**src/rtl/gcd_pkg.sv**
```systemverilog
// Shared types and default parameters for the GCD engine arbiter.
package gcd_pkg;

    typedef enum logic [1:0] {
        IDLE = 2'd0,
        LOAD = 2'd1,
        WAIT = 2'd2,
        RESP = 2'd3
    } gcd_arb_state_e;

    localparam int GCD_XLEN    = 32;
    localparam int GCD_TIMEOUT = 1024;

endpackage

```
**src/rtl/rr_arbiter.sv**
```systemverilog
// Combinational round-robin picker: first set request at or after ptr, wrapping.
module rr_arbiter #(
    parameter int NREQ = 4
) (
    input  logic [NREQ-1:0]         req,
    input  logic [$clog2(NREQ)-1:0] ptr,
    output logic [NREQ-1:0]         grant,
    output logic [$clog2(NREQ)-1:0] grant_id,
    output logic                    any
);

    localparam int IW = $clog2(NREQ);

    logic [IW:0] sum_s;
    logic [IW:0] idx_s;
    logic        hit_s;

    // Walk the requests from ptr; the first hit wins and masks later ones.
    always_comb begin
        grant    = '0;
        grant_id = '0;
        any      = 1'b0;
        sum_s    = '0;
        idx_s    = '0;
        hit_s    = 1'b0;
        for (int i = 0; i < NREQ; i++) begin
            sum_s = {1'b0, ptr} + (IW+1)'(i);
            idx_s = (sum_s >= (IW+1)'(NREQ)) ? (sum_s - (IW+1)'(NREQ)) : sum_s;
            hit_s = req[idx_s[IW-1:0]] & ~any;
            grant[idx_s[IW-1:0]] = grant[idx_s[IW-1:0]] | hit_s;
            grant_id = hit_s ? idx_s[IW-1:0] : grant_id;
            any      = any | hit_s;
        end
    end

endmodule

```
**src/rtl/gcd_arbiter.sv**
```systemverilog
// Round-robin scheduler sharing one GCD engine among NREQ requesters.
// Define GCD_ARB_TIMEOUT_EN to add a WAIT-state watchdog that returns an error response.
module gcd_arbiter
    import gcd_pkg::*;
#(
    parameter int XLEN    = GCD_XLEN,
    parameter int NREQ    = 4,
    parameter int TIMEOUT = GCD_TIMEOUT
) (
    input  logic                 clk_i,
    input  logic                 rst_i,
    input  logic [NREQ-1:0]      req_valid_i,
    output logic [NREQ-1:0]      req_ready_o,
    input  logic [NREQ*XLEN-1:0] req_a_i,
    input  logic [NREQ*XLEN-1:0] req_b_i,
    output logic [NREQ-1:0]      rsp_valid_o,
    input  logic [NREQ-1:0]      rsp_ready_i,
    output logic [XLEN-1:0]      rsp_gcd_o,
    output logic                 rsp_err_o,
    output logic                 busy_o,
    output logic                 gcd_ld_o,
    output logic [XLEN-1:0]      gcd_a_o,
    output logic [XLEN-1:0]      gcd_b_o,
    input  logic                 gcd_ready_i,
    input  logic                 gcd_valid_i,
    input  logic [XLEN-1:0]      gcd_result_i
);

    localparam int IW = $clog2(NREQ);

    if (NREQ < 2 || NREQ > 16 || TIMEOUT < 1) begin : g_param_check
        $error("gcd_arbiter: NREQ must be 2..16 and TIMEOUT at least 1");
    end

    gcd_arb_state_e  state_q, state_d;
    logic [IW-1:0]   ptr_q, ptr_d;
    logic [IW-1:0]   id_q, id_d;
    logic [XLEN-1:0] a_q, a_d;
    logic [XLEN-1:0] b_q, b_d;
    logic [XLEN-1:0] res_q, res_d;

    logic [NREQ-1:0] grant_s;
    logic [IW-1:0]   grant_id_s;
    logic            any_s;
    logic [NREQ-1:0] req_ready_s;
    logic [NREQ-1:0] rsp_valid_s;
    logic            ld_s;

`ifdef GCD_ARB_TIMEOUT_EN
    localparam int CW = $clog2(TIMEOUT + 1);

    logic          err_q, err_d;
    logic [CW-1:0] cnt_q, cnt_d;
    logic [CW-1:0] cnt_inc_s;

    assign cnt_inc_s = cnt_q + CW'(1);
`endif

    rr_arbiter #(
        .NREQ (NREQ)
    ) u_rr (
        .req      (req_valid_i),
        .ptr      (ptr_q),
        .grant    (grant_s),
        .grant_id (grant_id_s),
        .any      (any_s)
    );

    // Next-state, handshake and engine-load decode.
    always_comb begin
        state_d     = state_q;
        ptr_d       = ptr_q;
        id_d        = id_q;
        a_d         = a_q;
        b_d         = b_q;
        res_d       = res_q;
        req_ready_s = '0;
        rsp_valid_s = '0;
        ld_s        = 1'b0;
`ifdef GCD_ARB_TIMEOUT_EN
        err_d       = err_q;
        cnt_d       = cnt_q;
`endif
        case (state_q)
            IDLE: begin
                if (any_s) begin
                    req_ready_s = grant_s;
                    a_d         = req_a_i[grant_id_s*XLEN +: XLEN];
                    b_d         = req_b_i[grant_id_s*XLEN +: XLEN];
                    id_d        = grant_id_s;
                    ptr_d       = (grant_id_s == IW'(NREQ - 1)) ? '0 : (grant_id_s + IW'(1));
                    state_d     = LOAD;
                end else begin
                    state_d = IDLE;
                end
            end
            LOAD: begin
                // The engine may still be finishing a job dropped by reset; wait for it.
                if (gcd_ready_i) begin
                    ld_s    = 1'b1;
                    state_d = WAIT;
`ifdef GCD_ARB_TIMEOUT_EN
                    cnt_d   = '0;
`endif
                end else begin
                    state_d = LOAD;
                end
            end
            WAIT: begin
                if (gcd_valid_i) begin
                    res_d   = gcd_result_i;
                    state_d = RESP;
`ifdef GCD_ARB_TIMEOUT_EN
                    err_d   = 1'b0;
                end else if (cnt_inc_s == CW'(TIMEOUT)) begin
                    res_d   = '0;
                    err_d   = 1'b1;
                    state_d = RESP;
                end else begin
                    cnt_d   = cnt_inc_s;
                    state_d = WAIT;
                end
`else
                end else begin
                    state_d = WAIT;
                end
`endif
            end
            RESP: begin
                rsp_valid_s[id_q] = 1'b1;
                if (rsp_ready_i[id_q]) begin
                    state_d = IDLE;
                end else begin
                    state_d = RESP;
                end
            end
            default: begin
                state_d = IDLE;
            end
        endcase
    end

    // State, pointer and job registers; reset drops any in-flight job.
    always_ff @(posedge clk_i or posedge rst_i) begin
        if (rst_i) begin
            state_q <= IDLE;
            ptr_q   <= '0;
            id_q    <= '0;
            a_q     <= '0;
            b_q     <= '0;
            res_q   <= '0;
        end else begin
            state_q <= state_d;
            ptr_q   <= ptr_d;
            id_q    <= id_d;
            a_q     <= a_d;
            b_q     <= b_d;
            res_q   <= res_d;
        end
    end

`ifdef GCD_ARB_TIMEOUT_EN
    // Watchdog counter and error flag for the current job.
    always_ff @(posedge clk_i or posedge rst_i) begin
        if (rst_i) begin
            err_q <= 1'b0;
            cnt_q <= '0;
        end else begin
            err_q <= err_d;
            cnt_q <= cnt_d;
        end
    end

    assign rsp_err_o = (state_q == RESP) ? err_q : 1'b0;
`else
    assign rsp_err_o = 1'b0;
`endif

    // Reset also masks the combinational accept so every output reads zero.
    assign req_ready_o = req_ready_s & {NREQ{~rst_i}};
    assign rsp_valid_o = rsp_valid_s;
    assign rsp_gcd_o   = (state_q == RESP) ? res_q : '0;
    assign busy_o      = (state_q != IDLE);
    assign gcd_ld_o    = ld_s;
    assign gcd_a_o     = a_q;
    assign gcd_b_o     = b_q;

endmodule

```
**config.mk**
```make
export PLATFORM = sky130hd
export DESIGN_NAME = gcd_arbiter
export DESIGN_NICKNAME = d
export VERILOG_FILES = /design/src/rtl/gcd_pkg.sv /design/src/rtl/rr_arbiter.sv /design/src/rtl/gcd_arbiter.sv
export SDC_FILE = /design/constraint.sdc
export NUM_CORES = 1
export LEC_CHECK = 0
export CAP_MARGIN = 20
export CORE_AREA = 2 2 158 160
export CTS_CLUSTER_SIZE = 25
export DETAILED_ROUTE_END_ITERATION = 12
export DIE_AREA = 0 0 160 162
export PLACE_DENSITY = 0.66
export RECOVER_POWER = 25
export SYNTH_ARGS = -nofsm -noshare
export SYNTH_HDL_FRONTEND = slang
export SYNTH_SLANG_ARGS = --single-unit
```
**constraint.sdc**
```tcl
create_clock -name clk_i -period 3.45 [get_ports clk_i]
set_input_delay 0.69 -clock clk_i [delete_from_list [all_inputs] [get_ports clk_i]]
set_output_delay 0.69 -clock clk_i [all_outputs]
set_load 0.05 [all_outputs]
```
# After elaboration in Yosys (flattened, before gate mapping)
# Index checks and enable logic that the tools add are counted.
# word_totals
reg_bits	102
out_inout_bits	107
word_cells	110
# op_classes
addsub	8
magnitude_cmp	14
n_eq_ne	4
shifts	2
muxes	51
bitwise_logic	16
reduce_logical	9
# ops
operator	n
128-bit by 8-bit variable part select with 32-bit output	2
32-bit 2-to-1 mux	1
2-bit 2-to-1 mux	11
1-bit binary-select mux with 2-bit select	9
1-bit 2-to-1 mux	18
2-bit by 3-bit less-than comparator with 1-bit output, second input constant	5
4-bit bitwise mux	3
4-bit 2-to-1 mux	3
1-bit demux with 2-bit select	5
2-bit by 1-bit >= comparator with 1-bit output, second input constant	5
3-bit >= comparator, second input constant	3
4-bit AND	2
2-bit one-hot mux with 4 select lines	1
2-bit by 1-bit subtractor with 2-bit output, second input constant	4
1-bit bitwise OR	7
2-bit by 2-bit adder with 3-bit output, second input constant	2
2-bit equality test, second input constant	3
1-bit logical AND	5
1-bit NOT	4
2-bit AND reduction	2
2-bit by 1-bit adder with 3-bit output, second input constant	1
1-bit AND	3
2-bit by 3-bit >= comparator with 1-bit output, second input constant	1
2-bit by 1-bit adder with 2-bit output, second input constant	1
other kinds (3)	3

# Depth between registers and ports, before layout
# depth
word_depth	22
depth_mapped	13
depth_no_buf	10

# Modules after synthesis
# A second synthesis with hierarchy kept.
# unflattened
hier_cells	586
area_unflattened_um2	6723.9
# by_module_without_submodules
mod	instances	cells_per_inst	area_per_inst_um2	seq_area_each_um2
gcd_arbiter	1	507	6063.3	2552.4
rr_arbiter	1	79	660.6	0.0

# Worst setup path after synthesis
# Ideal clock, no wire load.
# synth_path
kind	input-to-output
startpoint	in req_valid_i[3]
endpoint	out req_ready_o[2]
arrival_ns	3.314
t_required_ns	2.760
path_slack_ns	-0.554
path_stages	9
path_buffers	2
path_cell_list	buf_2 > mux4_2 > buf_2 > mux2_4 > o21ai_0 > a21o_1 > a2111oi_0 > a21oi_2 > o22ai_1
# synth_between
elab_chain_cells	19
# synth_lines
element	line	source
start, declared	gcd_arbiter.sv:12	input logic [NREQ-1:0] req_valid_i,
1-bit binary-select mux with 2-bit select	rr_arbiter.sv:29	hit_s = req[idx_s[IW-1:0]] & ~any;
1-bit 2-to-1 mux (implied by the code)	rr_arbiter.sv:29	
1-bit bitwise OR	rr_arbiter.sv:30	grant[idx_s[IW-1:0]] = grant[idx_s[IW-1:0]] | hit_s;
4-bit AND (no source line)	-	
1-bit binary-select mux with 2-bit select	rr_arbiter.sv:30	
1-bit 2-to-1 mux (implied by the code)	rr_arbiter.sv:30	
1-bit bitwise OR	rr_arbiter.sv:30	
4-bit bitwise mux	rr_arbiter.sv:30	
[... 3 more ...]	-	
4-bit bitwise mux	rr_arbiter.sv:30	
1-bit binary-select mux with 2-bit select	rr_arbiter.sv:30	
1-bit 2-to-1 mux (implied by the code)	rr_arbiter.sv:30	
1-bit bitwise OR	rr_arbiter.sv:30	
4-bit bitwise mux	rr_arbiter.sv:30	
4-bit 2-to-1 mux *	gcd_arbiter.sv:86	if (any_s) begin
4-bit 2-to-1 mux *	gcd_arbiter.sv:84	case (state_q)
4-bit AND *	gcd_arbiter.sv:180	assign req_ready_o = req_ready_s & {NREQ{~rst_i}};
end, declared	gcd_arbiter.sv:13	output logic [NREQ-1:0] req_ready_o,
# Mark *: on every way between the ends. The rest lies on a longest branch, timed or not. The select of a mux whose other input is x is not followed.

# Final worst setup path
# layout_path
startpoint	reg ptr_q[0]
endpoint	out req_ready_o[0]
# layout_between
elab_chain_cells	22
# layout_lines
element	line	source
start, declared	gcd_arbiter.sv:36	logic [IW-1:0] ptr_q, ptr_d;
start signal, assigned	gcd_arbiter.sv:154	ptr_q <= ptr_d;
2-bit by 3-bit >= comparator with 1-bit output or 2-bit by 1-bit subtractor with 2-bit output (tied branches)	rr_arbiter.sv:28	idx_s = (sum_s >= (IW+1)'(NREQ)) ? (sum_s - (IW+1)'(NREQ)) : sum_s;
2-bit 2-to-1 mux	rr_arbiter.sv:28	
2-bit by 3-bit less-than comparator with 1-bit output (implied by the code) or 2-bit by 1-bit >= comparator with 1-bit output (tied branches)	rr_arbiter.sv:30	
1-bit logical AND (implied by the code)	rr_arbiter.sv:30	
1-bit 2-to-1 mux (implied by the code)	rr_arbiter.sv:30	
1-bit demux with 2-bit select	-	
4-bit AND (no source line)	-	
1-bit binary-select mux with 2-bit select	rr_arbiter.sv:30	
[... 6 more ...]	-	
4-bit bitwise mux	rr_arbiter.sv:30	
1-bit binary-select mux with 2-bit select	rr_arbiter.sv:30	
1-bit 2-to-1 mux (implied by the code)	rr_arbiter.sv:30	
1-bit bitwise OR	rr_arbiter.sv:30	
4-bit bitwise mux	rr_arbiter.sv:30	
4-bit 2-to-1 mux *	gcd_arbiter.sv:86	
4-bit 2-to-1 mux *	gcd_arbiter.sv:84	
4-bit AND *	gcd_arbiter.sv:180	
# Marked as above.

==> results.md <==
- Flip-flop and latch area: 2550 um2
- Clock tree root buffer cell: sky130_fd_sc_hd__clkbuf_16
- Kind of end point of the critical path: output pin
- Number of warnings issued by yosys: 0
- Max-cap violation count: 1
- Master of the slowest instance on the critical path: sky130_fd_sc_hd__mux4_2
- Cells taking the most area after synthesis: sky130_fd_sc_hd__dfrtp_1 40%, sky130_fd_sc_hd__mux4_2 24%, sky130_fd_sc_hd__mux2_2 17%
- Cell type with the largest total area after synthesis: sky130_fd_sc_hd__dfrtp_1
- Horizontal die dimension: around 160 um
- Area of the multi-input gates: 3750 um2
- Max-slew violations: 31
- Maximum number of pins on one net before global-route repair: between 40 and 50
- Crit path depth: 10
- Global-route total usage across every layer: a little under a fifth
- Number of global-route vias before repair: roughly 6200
- Post-synthesis share of cell area spent on and, or, nand and nor gates: about 7%
- Final clock period utilization by the worst path: 109%
- Met3 Use GR: under 10%
- Initial DRC Count: between 200 and 250
- Number of H-tree branching levels: 3
- Final wirelength: roughly 25000 um
- Flop2flop setup slack: 0.33 ns
- Clock-pin slew on the worst setup and hold paths: 0.07 ns
- Cell depth of the worst min-delay path: 1
- IO buf count: approximately 410
- Normalized max-slew margin: -16.7%
- Worst slack after detailed placement: -0.596 ns
- Vert. Die Dim: between 150 and 200 um
- Number of failing setup endpoints in the final timing report: 4
- GP Congestion: 0.819
- Number of vias per cell after detailed routing: 4.77
- Instance count of the mapped netlist: approximately 460
- Prevailing post-synth register cell: sky130_fd_sc_hd__dfrtp_1
- Crit path time final: ~3.8 ns
- Total iterations of the first detailed-routing run: 4
- Register area share after synthesis: 40.0%
- Proportion of register bits with asynchronous set or reset after synthesis: between 90% and 100%
- Post-detailed-route DRC marker count: 0
- Timing-limited maximum frequency: about 0.27 GHz
- Final Hold Vio Count: 0
- Share of the synthesized area in compound gates (AO/OA/AOI/OAI): 5.63%
- Overall power consumption: ~13000 uW
- Placeable core region: 24100 um2
- Final cell count without fillers: ~1200
- Number of synthesized flops with an enable pin: 0
- Number of flip-flops and latches in the synthesized netlist: between 100 and 150
- Worst Reg2Reg Path Length in Cells: 13
- GRT overflow: 0
- Met1 Track Usage GR: between 20 and 25%
- Main combinational cell family by area after synthesis: multiplexers
- Post-Synthesis Net Count: about 760
- Required arrival time at the worst endpoint: approximately 2.8 ns
- Cell area power density: between 1000 and 1500 nW/um2
- WS Path Type: reg -> out
- Top-area cell type share of the netlist area: roughly two fifths
- Maximum root-to-sink buffer count: 2
- Arrival time worst endpoint: 3.07 ns
- Adder-cell share of the synthesized area: 0.980%
- Number of buffers created by CTS: 9
- Share of the synthesized netlist area taken by xor and xnor gates: 0%
- Commonest non-fill, non-tap cell in the layout: sky130_fd_sc_hd__clkdlybuf4s50_1
- Met2 track utilization from global routing: ~33%
- Starting Density: between 20% and 30%
- IR drop worst, VDD: between 0.4 and 0.5 mV
- Post-Route Hold Slack: between 0.4 and 0.5 ns
- Area added between synthesis and finish: 83.1%
- Half-perimeter wire length after placement: between 20000 and 25000 um
- Crit path cell chain: inv_2 -> ha_4 -> mux4_2 -> mux2_4 -> a2111oi_4 -> a21o_1 -> a2111oi_4 -> a21oi_4 -> o22ai_4 -> buf_6
- Share of layout cells above drive strength 1: 30.2%
- Number of distinct library cell variants in the gate-level netlist after synthesis: 50
- GRT Max-Usage Layer: met2
- Family with the most delay on the worst path: compound AO/OA/AOI/OAI gates
- Worst setup SP type: flop
- Initial antenna violation count: 1
- CP bufs+invs: 2
- Synthesized area: approximately 6400 um2
- Hold Path Class: reg -> reg
- Filler cell count: 2233
- CTS Sinks: approximately 100
- Number of buffers added to fix hold violations after cts: 0
- Net total in the final layout: roughly 1200
- Cell type with the highest occurrence count on the critical path: sky130_fd_sc_hd__a2111oi_4
- Clock latency of the later-clocked register in the worst-skew pair: roughly 0.35 ns
- Post-route setup slack: -0.315 ns
- Per-cell routed wire length: between 20 and 25 um
- IO Count: between 400 and 500
- LEAKAGE: around 0.0046 uW
- Full die area: ~26000 um2
- Violated checks: capacitance limit, slew limit, setup timing
- Placed cells: 1198
- RSZ-0062 raised after global routing: yes
- Std-Cell Rows: 57
- Actual transition at the worst max-transition pin: approximately 1.8 ns
- Crit Path Max Fanout: 5
- Residual antenna-violating net count after detailed routing: 0
- Worst Clk Skew: around 0.013 ns
- Top library cells by usage in the layout, fill and taps aside: 395 x sky130_fd_sc_hd__clkdlybuf4s50_1, 100 x sky130_fd_sc_hd__dfrtp_1, 98 x sky130_fd_sc_hd__mux2_2
- End-of-flow core utilization: around 48%
- Outcome: finished, violations left
- TritonCTS clock tree: built
- Total vias in the final route: just under 6000
- Worst stage delay on the critical path: just over 0.5 ns
- First-pass GRT wire length: 37100 um
- Post-synthesis area per instance: 14.0 um2
- Mux share of post-synthesis cell area: between 40% and 50%
-- what timing repair did --
item | in CTS | in global routing
gates resized for setup | 13 | 2
pin swaps | 3 | 2
setup buffers | 5 | 0
endpoints found under the setup margin | 4 | 4
-- synth_stat cells (2+ instances only) --
| master | n |
|---|---|
| sky130_fd_sc_hd__a2111o_1 | 2 |
| sky130_fd_sc_hd__a2111oi_0 | 2 |
| sky130_fd_sc_hd__a21o_1 | 4 |
| sky130_fd_sc_hd__a311o_1 | 2 |
| sky130_fd_sc_hd__a32oi_1 | 2 |
| sky130_fd_sc_hd__and3_1 | 32 |
| sky130_fd_sc_hd__and3b_1 | 2 |
| sky130_fd_sc_hd__buf_1 | 3 |
| sky130_fd_sc_hd__buf_2 | 10 |
| sky130_fd_sc_hd__buf_4 | 4 |
| sky130_fd_sc_hd__buf_6 | 5 |
| sky130_fd_sc_hd__clkbuf_1 | 20 |
| sky130_fd_sc_hd__dfrtp_1 | 102 |
| sky130_fd_sc_hd__ha_1 | 5 |
| sky130_fd_sc_hd__inv_1 | 11 |
| sky130_fd_sc_hd__mux2_2 | 99 |
| sky130_fd_sc_hd__mux2i_1 | 2 |
| sky130_fd_sc_hd__mux4_2 | 69 |
| sky130_fd_sc_hd__nand2_1 | 12 |
| sky130_fd_sc_hd__nand3_1 | 5 |
| sky130_fd_sc_hd__nor2_1 | 8 |
| sky130_fd_sc_hd__nor2b_1 | 3 |
| sky130_fd_sc_hd__nor3_1 | 3 |
| sky130_fd_sc_hd__nor3b_1 | 4 |
| sky130_fd_sc_hd__nor4b_1 | 2 |
| sky130_fd_sc_hd__o21a_1 | 2 |
| sky130_fd_sc_hd__o21ai_0 | 9 |
| sky130_fd_sc_hd__o21ai_1 | 3 |
| sky130_fd_sc_hd__o221ai_1 | 4 |
| sky130_fd_sc_hd__o22ai_1 | 3 |
| sky130_fd_sc_hd__o311ai_0 | 2 |
| sky130_fd_sc_hd__o31ai_1 | 2 |
-- report_power, final --
part,internal (uW),switching (uW),total [uW],leakage [uW]
registers,1840,358,2200,0.00120
logic,4560,4820,9380,0.00326
clock network,589,520,1110,0.000159
total,6990,5700,12700,0.00462
-- per-stage QoR --
step	instance area, um2	TNS (ns)
floorplan	6520	-0.0406
global placement	11300	-3.79
detailed placement	11300	-7.04
CTS	11700	-1.54
global route	11700	-1.61
finish	11700	-1.23
-- path summary, 6_finish.rpt --
kind                          start        endpoint
min reg2reg                res_q[5]        res_q[5]
min in group asynchronous     rst_i      gcd_a_o[1]
max                        ptr_q[0]  req_ready_o[0]
max in group asynchronous     rst_i     gcd_b_o[14]
min                        res_q[5]        res_q[5]
max reg2reg                ptr_q[0]     gcd_a_o[19]
-- per-layer routing --
layer / up-vias / wire length (um)
met5: - / 0
met4: 0 / 471
met3: 23 / 1710
met2: 262 / 12500
met1: 2868 / 10100
li1: 2671 / -
-- layout make-up --
class | instances | area share (%)
clock inverter | 7 | 0.835
sequential | 102 | 21.9
tap | 324 | 3.47
clock buffer | 9 | 1.93
antenna | 1 | 0.0214
multi-input combinational | 301 | 32.1
timing repair buffer | 465 | 39.4
inverter | 11 | 0.386
-- state kept, by name (all words and copies together), names as in the netlist --
name,cells
gcd_a_o,32
id_q,2
state_q,2
res_q,32
ptr_q,2
gcd_b_o,32
-- cells by family after synthesis --
family                   Yosys count
multiplexers                     171
other                              1
AND/OR/NAND/NOR                   76
flip-flops                       102
AO/OA/AOI/OAI                     48
adder cells (fa/ha/maj)            5
buffers and inverters             53
-- worst reg2reg max path, delay by kind of cell, from the launching register on --
family | cells | cell delay [ns]
buffers and inverters | 6 | 0.91
muxes | 2 | 0.78
AOI/OAI and AO/OA | 2 | 0.46
DFF | 1 | 0.43
adders and majority gates | 1 | 0.22
and+or+nand+nor | 2 | 0.21
(Power assumes the default switching activity.)
